--- src/rtl/micro_sequencer_if.sv ---
// Bus between the microcode control unit and the micro-address sequencer.
// The control unit (master) drives the microword fields and instruction bits, and the sequencer (slave) returns upc and stack status.
interface micro_sequencer_if #(
  parameter int AW    = 5,
  parameter int DEPTH = 4
);
  localparam int SW = $clog2(DEPTH + 1);

  logic          stall;
  logic [2:0]    seq_op;
  logic [AW-1:0] seq_target;
  logic [1:0]    Op;
  logic [5:0]    Funct;
  logic          cond_met;
  logic [AW-1:0] upc;
  logic [SW-1:0] stack_depth;
  logic          stack_ovf;
  logic          stack_unf;
  logic          dispatch_err;

  modport master (
    output stall, seq_op, seq_target, Op, Funct, cond_met,
    input  upc, stack_depth, stack_ovf, stack_unf, dispatch_err
  );

  modport slave (
    input  stall, seq_op, seq_target, Op, Funct, cond_met,
    output upc, stack_depth, stack_ovf, stack_unf, dispatch_err
  );
endinterface

--- src/rtl/micro_sequencer.sv ---
// Registered micro-address sequencer feeding the microcode ROM.
// Supports increment, jump, conditional jump, two dispatch tables, call/return through a LIFO, and stall hold.
module micro_sequencer #(
  parameter int AW    = 5,
  parameter int DEPTH = 4
) (
  input logic              clk,
  input logic              reset,
  micro_sequencer_if.slave bus
);
  localparam int SW = $clog2(DEPTH + 1);
  localparam int IW = (DEPTH > 1) ? $clog2(DEPTH) : 1;

  typedef enum logic [2:0] {
    OP_NEXT  = 3'b000,
    OP_JUMP  = 3'b001,
    OP_DISP1 = 3'b010,
    OP_DISP2 = 3'b011,
    OP_CJUMP = 3'b100,
    OP_CALL  = 3'b101,
    OP_RET   = 3'b110,
    OP_FETCH = 3'b111
  } seq_op_e;

  // No valid/ready pair exists. Every non-stalled cycle consumes exactly one microword.
  // While stall=1, every register holds, whatever the value of seq_op.
  seq_op_e       op;
  logic [AW-1:0] upc_q, upc_nxt, upc_inc;
  logic [SW-1:0] depth_q, depth_nxt, top_idx;
  logic          ovf_q, unf_q, derr_q;
  logic          set_ovf, set_unf, set_derr, push;
  logic          full, empty;
  logic [AW-1:0] stack_mem [2**IW];
  logic          unused_funct;

  assign op           = seq_op_e'(bus.seq_op);
  assign upc_inc      = upc_q + 1'b1;
  assign full         = (depth_q == SW'(DEPTH));
  assign empty        = (depth_q == '0);
  assign top_idx      = depth_q - 1'b1;
  assign unused_funct = ^bus.Funct[4:1];

  always_comb begin
    upc_nxt   = upc_inc;
    depth_nxt = depth_q;
    set_ovf   = 1'b0;
    set_unf   = 1'b0;
    set_derr  = 1'b0;
    push      = 1'b0;
    case (op)
      OP_JUMP: upc_nxt = bus.seq_target;
      OP_DISP1: begin
        case (bus.Op)
          2'b00:   upc_nxt = bus.Funct[5] ? AW'(7) : AW'(6);
          2'b01:   upc_nxt = AW'(2);
          2'b10:   upc_nxt = AW'(9);
          default: begin
            upc_nxt  = '0;
            set_derr = 1'b1;
          end
        endcase
      end
      OP_DISP2: upc_nxt = bus.Funct[0] ? AW'(3) : AW'(5);
      OP_CJUMP: if (bus.cond_met) upc_nxt = bus.seq_target;
      OP_CALL: begin
        if (full) begin
          upc_nxt = '0;
          set_ovf = 1'b1;
        end else begin
          push      = 1'b1;
          upc_nxt   = bus.seq_target;
          depth_nxt = depth_q + 1'b1;
        end
      end
      OP_RET: begin
        if (empty) begin
          upc_nxt = '0;
          set_unf = 1'b1;
        end else begin
          upc_nxt   = stack_mem[top_idx[IW-1:0]];
          depth_nxt = depth_q - 1'b1;
        end
      end
      OP_FETCH: upc_nxt = '0;
      default:  upc_nxt = upc_inc;
    endcase
  end

  always_ff @(posedge clk) begin
    if (reset) begin
      upc_q   <= '0;
      depth_q <= '0;
      ovf_q   <= 1'b0;
      unf_q   <= 1'b0;
      derr_q  <= 1'b0;
    end else if (!bus.stall) begin
      upc_q   <= upc_nxt;
      depth_q <= depth_nxt;
      ovf_q   <= ovf_q | set_ovf;
      unf_q   <= unf_q | set_unf;
      derr_q  <= derr_q | set_derr;
    end
  end

  // Stack contents are don't-care after reset, so the storage itself has no reset.
  always_ff @(posedge clk) begin
    if (!reset && !bus.stall && push) stack_mem[depth_q[IW-1:0]] <= upc_inc;
  end

  assign bus.upc          = upc_q;
  assign bus.stack_depth  = depth_q;
  assign bus.stack_ovf    = ovf_q;
  assign bus.stack_unf    = unf_q;
  assign bus.dispatch_err = derr_q;
endmodule

--- src/flat_wrapper.sv ---
// flat-port wrapper written by rule: the top's interface ports become plain ports
module micro_sequencer_flat 
#(
  parameter int AW    = 5,
  parameter int DEPTH = 4
)
  (clk, reset, bus_stall, bus_seq_op, bus_seq_target, bus_Op, bus_Funct, bus_cond_met, bus_upc, bus_stack_depth, bus_stack_ovf, bus_stack_unf, bus_dispatch_err);
  micro_sequencer_if #(.AW(AW), .DEPTH(DEPTH)) bus_i ();
  input logic clk;
  input logic reset;
  input wire logic [$bits(bus_i.stall)-1:0] bus_stall;
  input wire logic [$bits(bus_i.seq_op)-1:0] bus_seq_op;
  input wire logic [$bits(bus_i.seq_target)-1:0] bus_seq_target;
  input wire logic [$bits(bus_i.Op)-1:0] bus_Op;
  input wire logic [$bits(bus_i.Funct)-1:0] bus_Funct;
  input wire logic [$bits(bus_i.cond_met)-1:0] bus_cond_met;
  output wire logic [$bits(bus_i.upc)-1:0] bus_upc;
  output wire logic [$bits(bus_i.stack_depth)-1:0] bus_stack_depth;
  output wire logic [$bits(bus_i.stack_ovf)-1:0] bus_stack_ovf;
  output wire logic [$bits(bus_i.stack_unf)-1:0] bus_stack_unf;
  output wire logic [$bits(bus_i.dispatch_err)-1:0] bus_dispatch_err;
  assign bus_i.stall = bus_stall;
  assign bus_i.seq_op = bus_seq_op;
  assign bus_i.seq_target = bus_seq_target;
  assign bus_i.Op = bus_Op;
  assign bus_i.Funct = bus_Funct;
  assign bus_i.cond_met = bus_cond_met;
  assign bus_upc = bus_i.upc;
  assign bus_stack_depth = bus_i.stack_depth;
  assign bus_stack_ovf = bus_i.stack_ovf;
  assign bus_stack_unf = bus_i.stack_unf;
  assign bus_dispatch_err = bus_i.dispatch_err;
  micro_sequencer #(.AW(AW), .DEPTH(DEPTH)) u_core (.clk(clk), .reset(reset), .bus(bus_i));
endmodule
--- config.mk ---
export PLATFORM = sky130hd
export DESIGN_NAME = micro_sequencer_flat
export DESIGN_NICKNAME = d
export VERILOG_FILES = /design/src/rtl/micro_sequencer_if.sv /design/src/rtl/micro_sequencer.sv /design/src/flat_wrapper.sv
export SDC_FILE = /design/constraint.sdc
export NUM_CORES = 1
export LEC_CHECK = 0
export ABC_AREA = 1
export CAP_MARGIN = 20
export CORE_ASPECT_RATIO = 0.7
export CORE_MARGIN = 8
export CORE_UTILIZATION = 40
export DETAILED_ROUTE_END_ITERATION = 8
export PLACE_DENSITY = 0.74
export SLEW_MARGIN = 10
export SYNTH_ARGS = -nofsm -noshare
export SYNTH_HDL_FRONTEND = slang
export SYNTH_SLANG_ARGS = --single-unit
--- constraint.sdc ---
create_clock -name clk -period 1.7 [get_ports clk]
set_clock_uncertainty 0.1 [all_clocks]
set_input_delay 0.425 -clock clk [delete_from_list [all_inputs] [get_ports clk]]
set_output_delay 0.425 -clock clk [all_outputs]
set_load 0.01 [all_outputs]
==> summary.md <==
| Metric | Value |
|---|---|
| RePlAce Congestion | 0.893 |
| Core Region | 4280 um^2 |
| Main synth FF type | edfxtp_1 |
| Number of synthesized flops with an enable pin | 20 |
| Post-layout instance area | 2370 um^2 |
| Root cell of the clock tree | clkbuf_8 |
| Worst rel slew slack | 83.4% |
| Largest family of logic cells by synthesized area | simple AND/OR/NAND/NOR gates |
| GRT Util Overall | 14.7% |
| Final worst path period share | 95.0% |
| Drc violations | 0 |
| Worst-path fanout max | 13 |
| Max clock buf depth | 2 |
| Sequential area share after synthesis | 47.0% |
| Hold Path Class | flip-flop to flip-flop |
| Post-DP HPWL | 3540 um |
| I/O pins | 31 |
| Max-cap viol count | 0 |
| R2R cell count | 7 |
| CP required | 1170 ps |
| Chip Height | 71.3 um |
| Die footprint | 6770 um^2 |
| DIE WIDTH | 95.0 um |
| Adder-Cell Fraction of Synth Area | 4.30% |
| Synthesized net count | 259 |
| Area after DPL | 2250 um^2 |
| Pre-CTS WS | -377 ps |
| Drt wl/cell | 13.8 um |
| Initial DRC count | 145 |
| Pleak | 1.14 nW |
| Area grow syn2layout | 35.5% |
| Post-Synth Simple-Gate Area | 30.9% |
| Final min period | 1610 ps |
| Antenna violations before repair | 0 |
| First-pass DRT Iterations | 4 |
| RSZ-0062 raised after global routing | false |
| CTS tree | built |
| IO buf count | 26 |
| Post-synthesis mux area share | 0% |
| First-pass GRT wire length | 7690 um |
| VDD IR-drop max | 0.000411 V |
| Yosys cell types | 21 |
| N_diodes | 0 |
| Power per cell area | 734 nW/um^2 |
| Placed Cells incl. Taps | 328 |
| Avg Cell Area, Syn | 7.50 um^2 |
| Antenna Violating Nets Remaining | 0 |
| Yosys warnings | 0 |
| Vias per inst | 4.74 |
| Nets@finish | 306 |
| WHS | 374 ps |
| Total Wirelength | 4620 um |
| Ys async rst share | 0% |
| Setup-failing EPs final | 0 |
| Syn Inst Count | 233 |
| CTS Hold Buffers Added | 0 |
| Number of setup buffers added after CTS | 0 |
| Share of cells above drive strength 1 | 17.4% |
| Hold Fails Final Rpt | 0 |
| Initial Utilization | 40.8% |
| H-tree lvl count | 2 |
| Total CTS buffers | 5 |
| Largest net degree at the start of global routing | 15 |
| Worst-Skew Late Latency | 290 ps |
| Hold Path Depth | 2 |
| Pins over their slew limit | 0 |
| Synth Area in Compound Gates | 5.66% |
| Clock Sinks | 31 |
| Slew of the pin with the lowest slew margin | 249 ps |
| Netlist Area Pre-Place | 1750 um^2 |
| WP data arrival | 1090 ps |
| Row cnt | 20 |
| Fmax | 0.619 GHz |
| Final setup margin | 85.1 ps |
| Flops & latches, synth | 31 |
| Kind of end point of the critical path | output port |
| Clock transition at the registers of the reported paths | 80 ps |
| Final core utilization | 55.3% |
| Number of fill cells | 398 |
| Finished Layout Cells | 336 |
| Xor/xnor cell area share of the yosys netlist | 2.01% |
| Vias in the first global route | 1,593 |
| Outcome | finished, final reports clean |
| Vias | 1,593 |
| GRT overflow | 0 |
| Setup CP Type | flip-flop to output port |
| R2R Setup Slk | 100 ps |
| Startpoint types | flip-flop |
where the power goes:
group | internal [mW] | switching (mW)
Sequential | 0.820 | 0.0133
Clock | 0.292 | 0.315
Combinational | 0.128 | 0.169
critical path, stage by stage, from the launching register on:
cell and delay [ps]:
dfxtp_4 360, buf_4 190, clkdlybuf4s15_1 260
metal layers:
metal / routed length, um / part of all wire [%] / track usage (%)
met1: 2260 / 49 / 20.9
met2: 1960 / 42 / 21.2
met3: 377 / 8.2 / 4.28
met4: 26 / 0.56 / 3.97
met5: 0 / 0 / 0
metrics by stage:
| stage | TNS, ps | total power [mW] |
|---|---|---|
| floorplan | -22.6 | 1.01 |
| global placement | -8600 | 1.14 |
| detailed placement | -9180 | 1.15 |
| CTS | 0 | 1.75 |
| global route | 0 | 1.82 |
| finish | 0 | 1.74 |
cell families after synthesis:
| group | after synthesis |
|---|---|
| DFF | 31 |
| and+or+nand+nor | 129 |
| AOI/OAI and AO/OA | 19 |
| adders and majority gates | 6 |
| buffers and inverters | 44 |
| xor gates and xnor gates | 4 |
registers in the layout, summed over array words and instances (netlist names):
register,flops
u_core.bus.stack_depth,3
u_core.bus.dispatch_err,1
u_core.bus.stack_unf,1
u_core.bus.stack_ovf,1
u_core.stack_mem,20
u_core.bus.upc,5
synthesized netlist by cell type (3+ instances only):
library cell  instances  area (um^2)
nand2_1              64          240
inv_1                38          143
nor2_1               38          143
edfxtp_1             20          601
nand3_1              17         85.1
dfxtp_1              11          220
o21ai_0               9         45.0
a21oi_1               8         40.0
ha_1                  6         75.1
nand4_1               4         25.0
nor2_2                4         25.0
xor2_1                3         26.3
repair_timing:
| item | 4_1_cts | 5_1_grt |
|---|---|---|
| pin swaps | 5 | 0 |
| gates resized for setup | 16 | 7 |
| gates cloned | 0 | 0 |
| setup endpoints to repair | 30 | 29 |
area by class of cell:
type | count | area, um^2 | share of cell area (%)
Sequential cell | 31 | 827 | 35.0
Timing Repair Buffer | 45 | 398 | 16.8
Multi-Input combinational cell | 158 | 831 | 35.1
Clock buffer | 5 | 68.8 | 2.91
Inverter | 39 | 149 | 6.29
Clock inverter | 3 | 23.8 | 1.00
Tap cell | 55 | 68.8 | 2.91
cells in the final DEF, fill, tap and decap left out, drive strengths merged:
cell / instances
nand2: 65
dlygate4sd2: 10
edfxtp: 20
inv: 40
a41oi: 1
a21oi: 8
clkdlybuf4s15: 1
nand4: 4
o21ai: 10
nand3: 18
clkinvlp: 2
dlymetal6s2s: 3
ha: 6
xor2: 3
xnor2: 1
dfxtp: 11
clkdlybuf4s50: 12
buf: 19
clkbuf: 5
nor2: 42
worst paths after layout:
| kind | from | to |
|---|---|---|
| setup reg to reg | u_core.bus.stack_depth[1] | u_core.stack_mem[2][2] |
| hold / removal | u_core.bus.dispatch_err | u_core.bus.dispatch_err |
| setup / recovery | u_core.bus.stack_depth[0] | bus_stack_depth[0] |
| hold reg to reg | u_core.bus.dispatch_err | u_core.bus.dispatch_err |
Power figures use the tool's default switching activity.
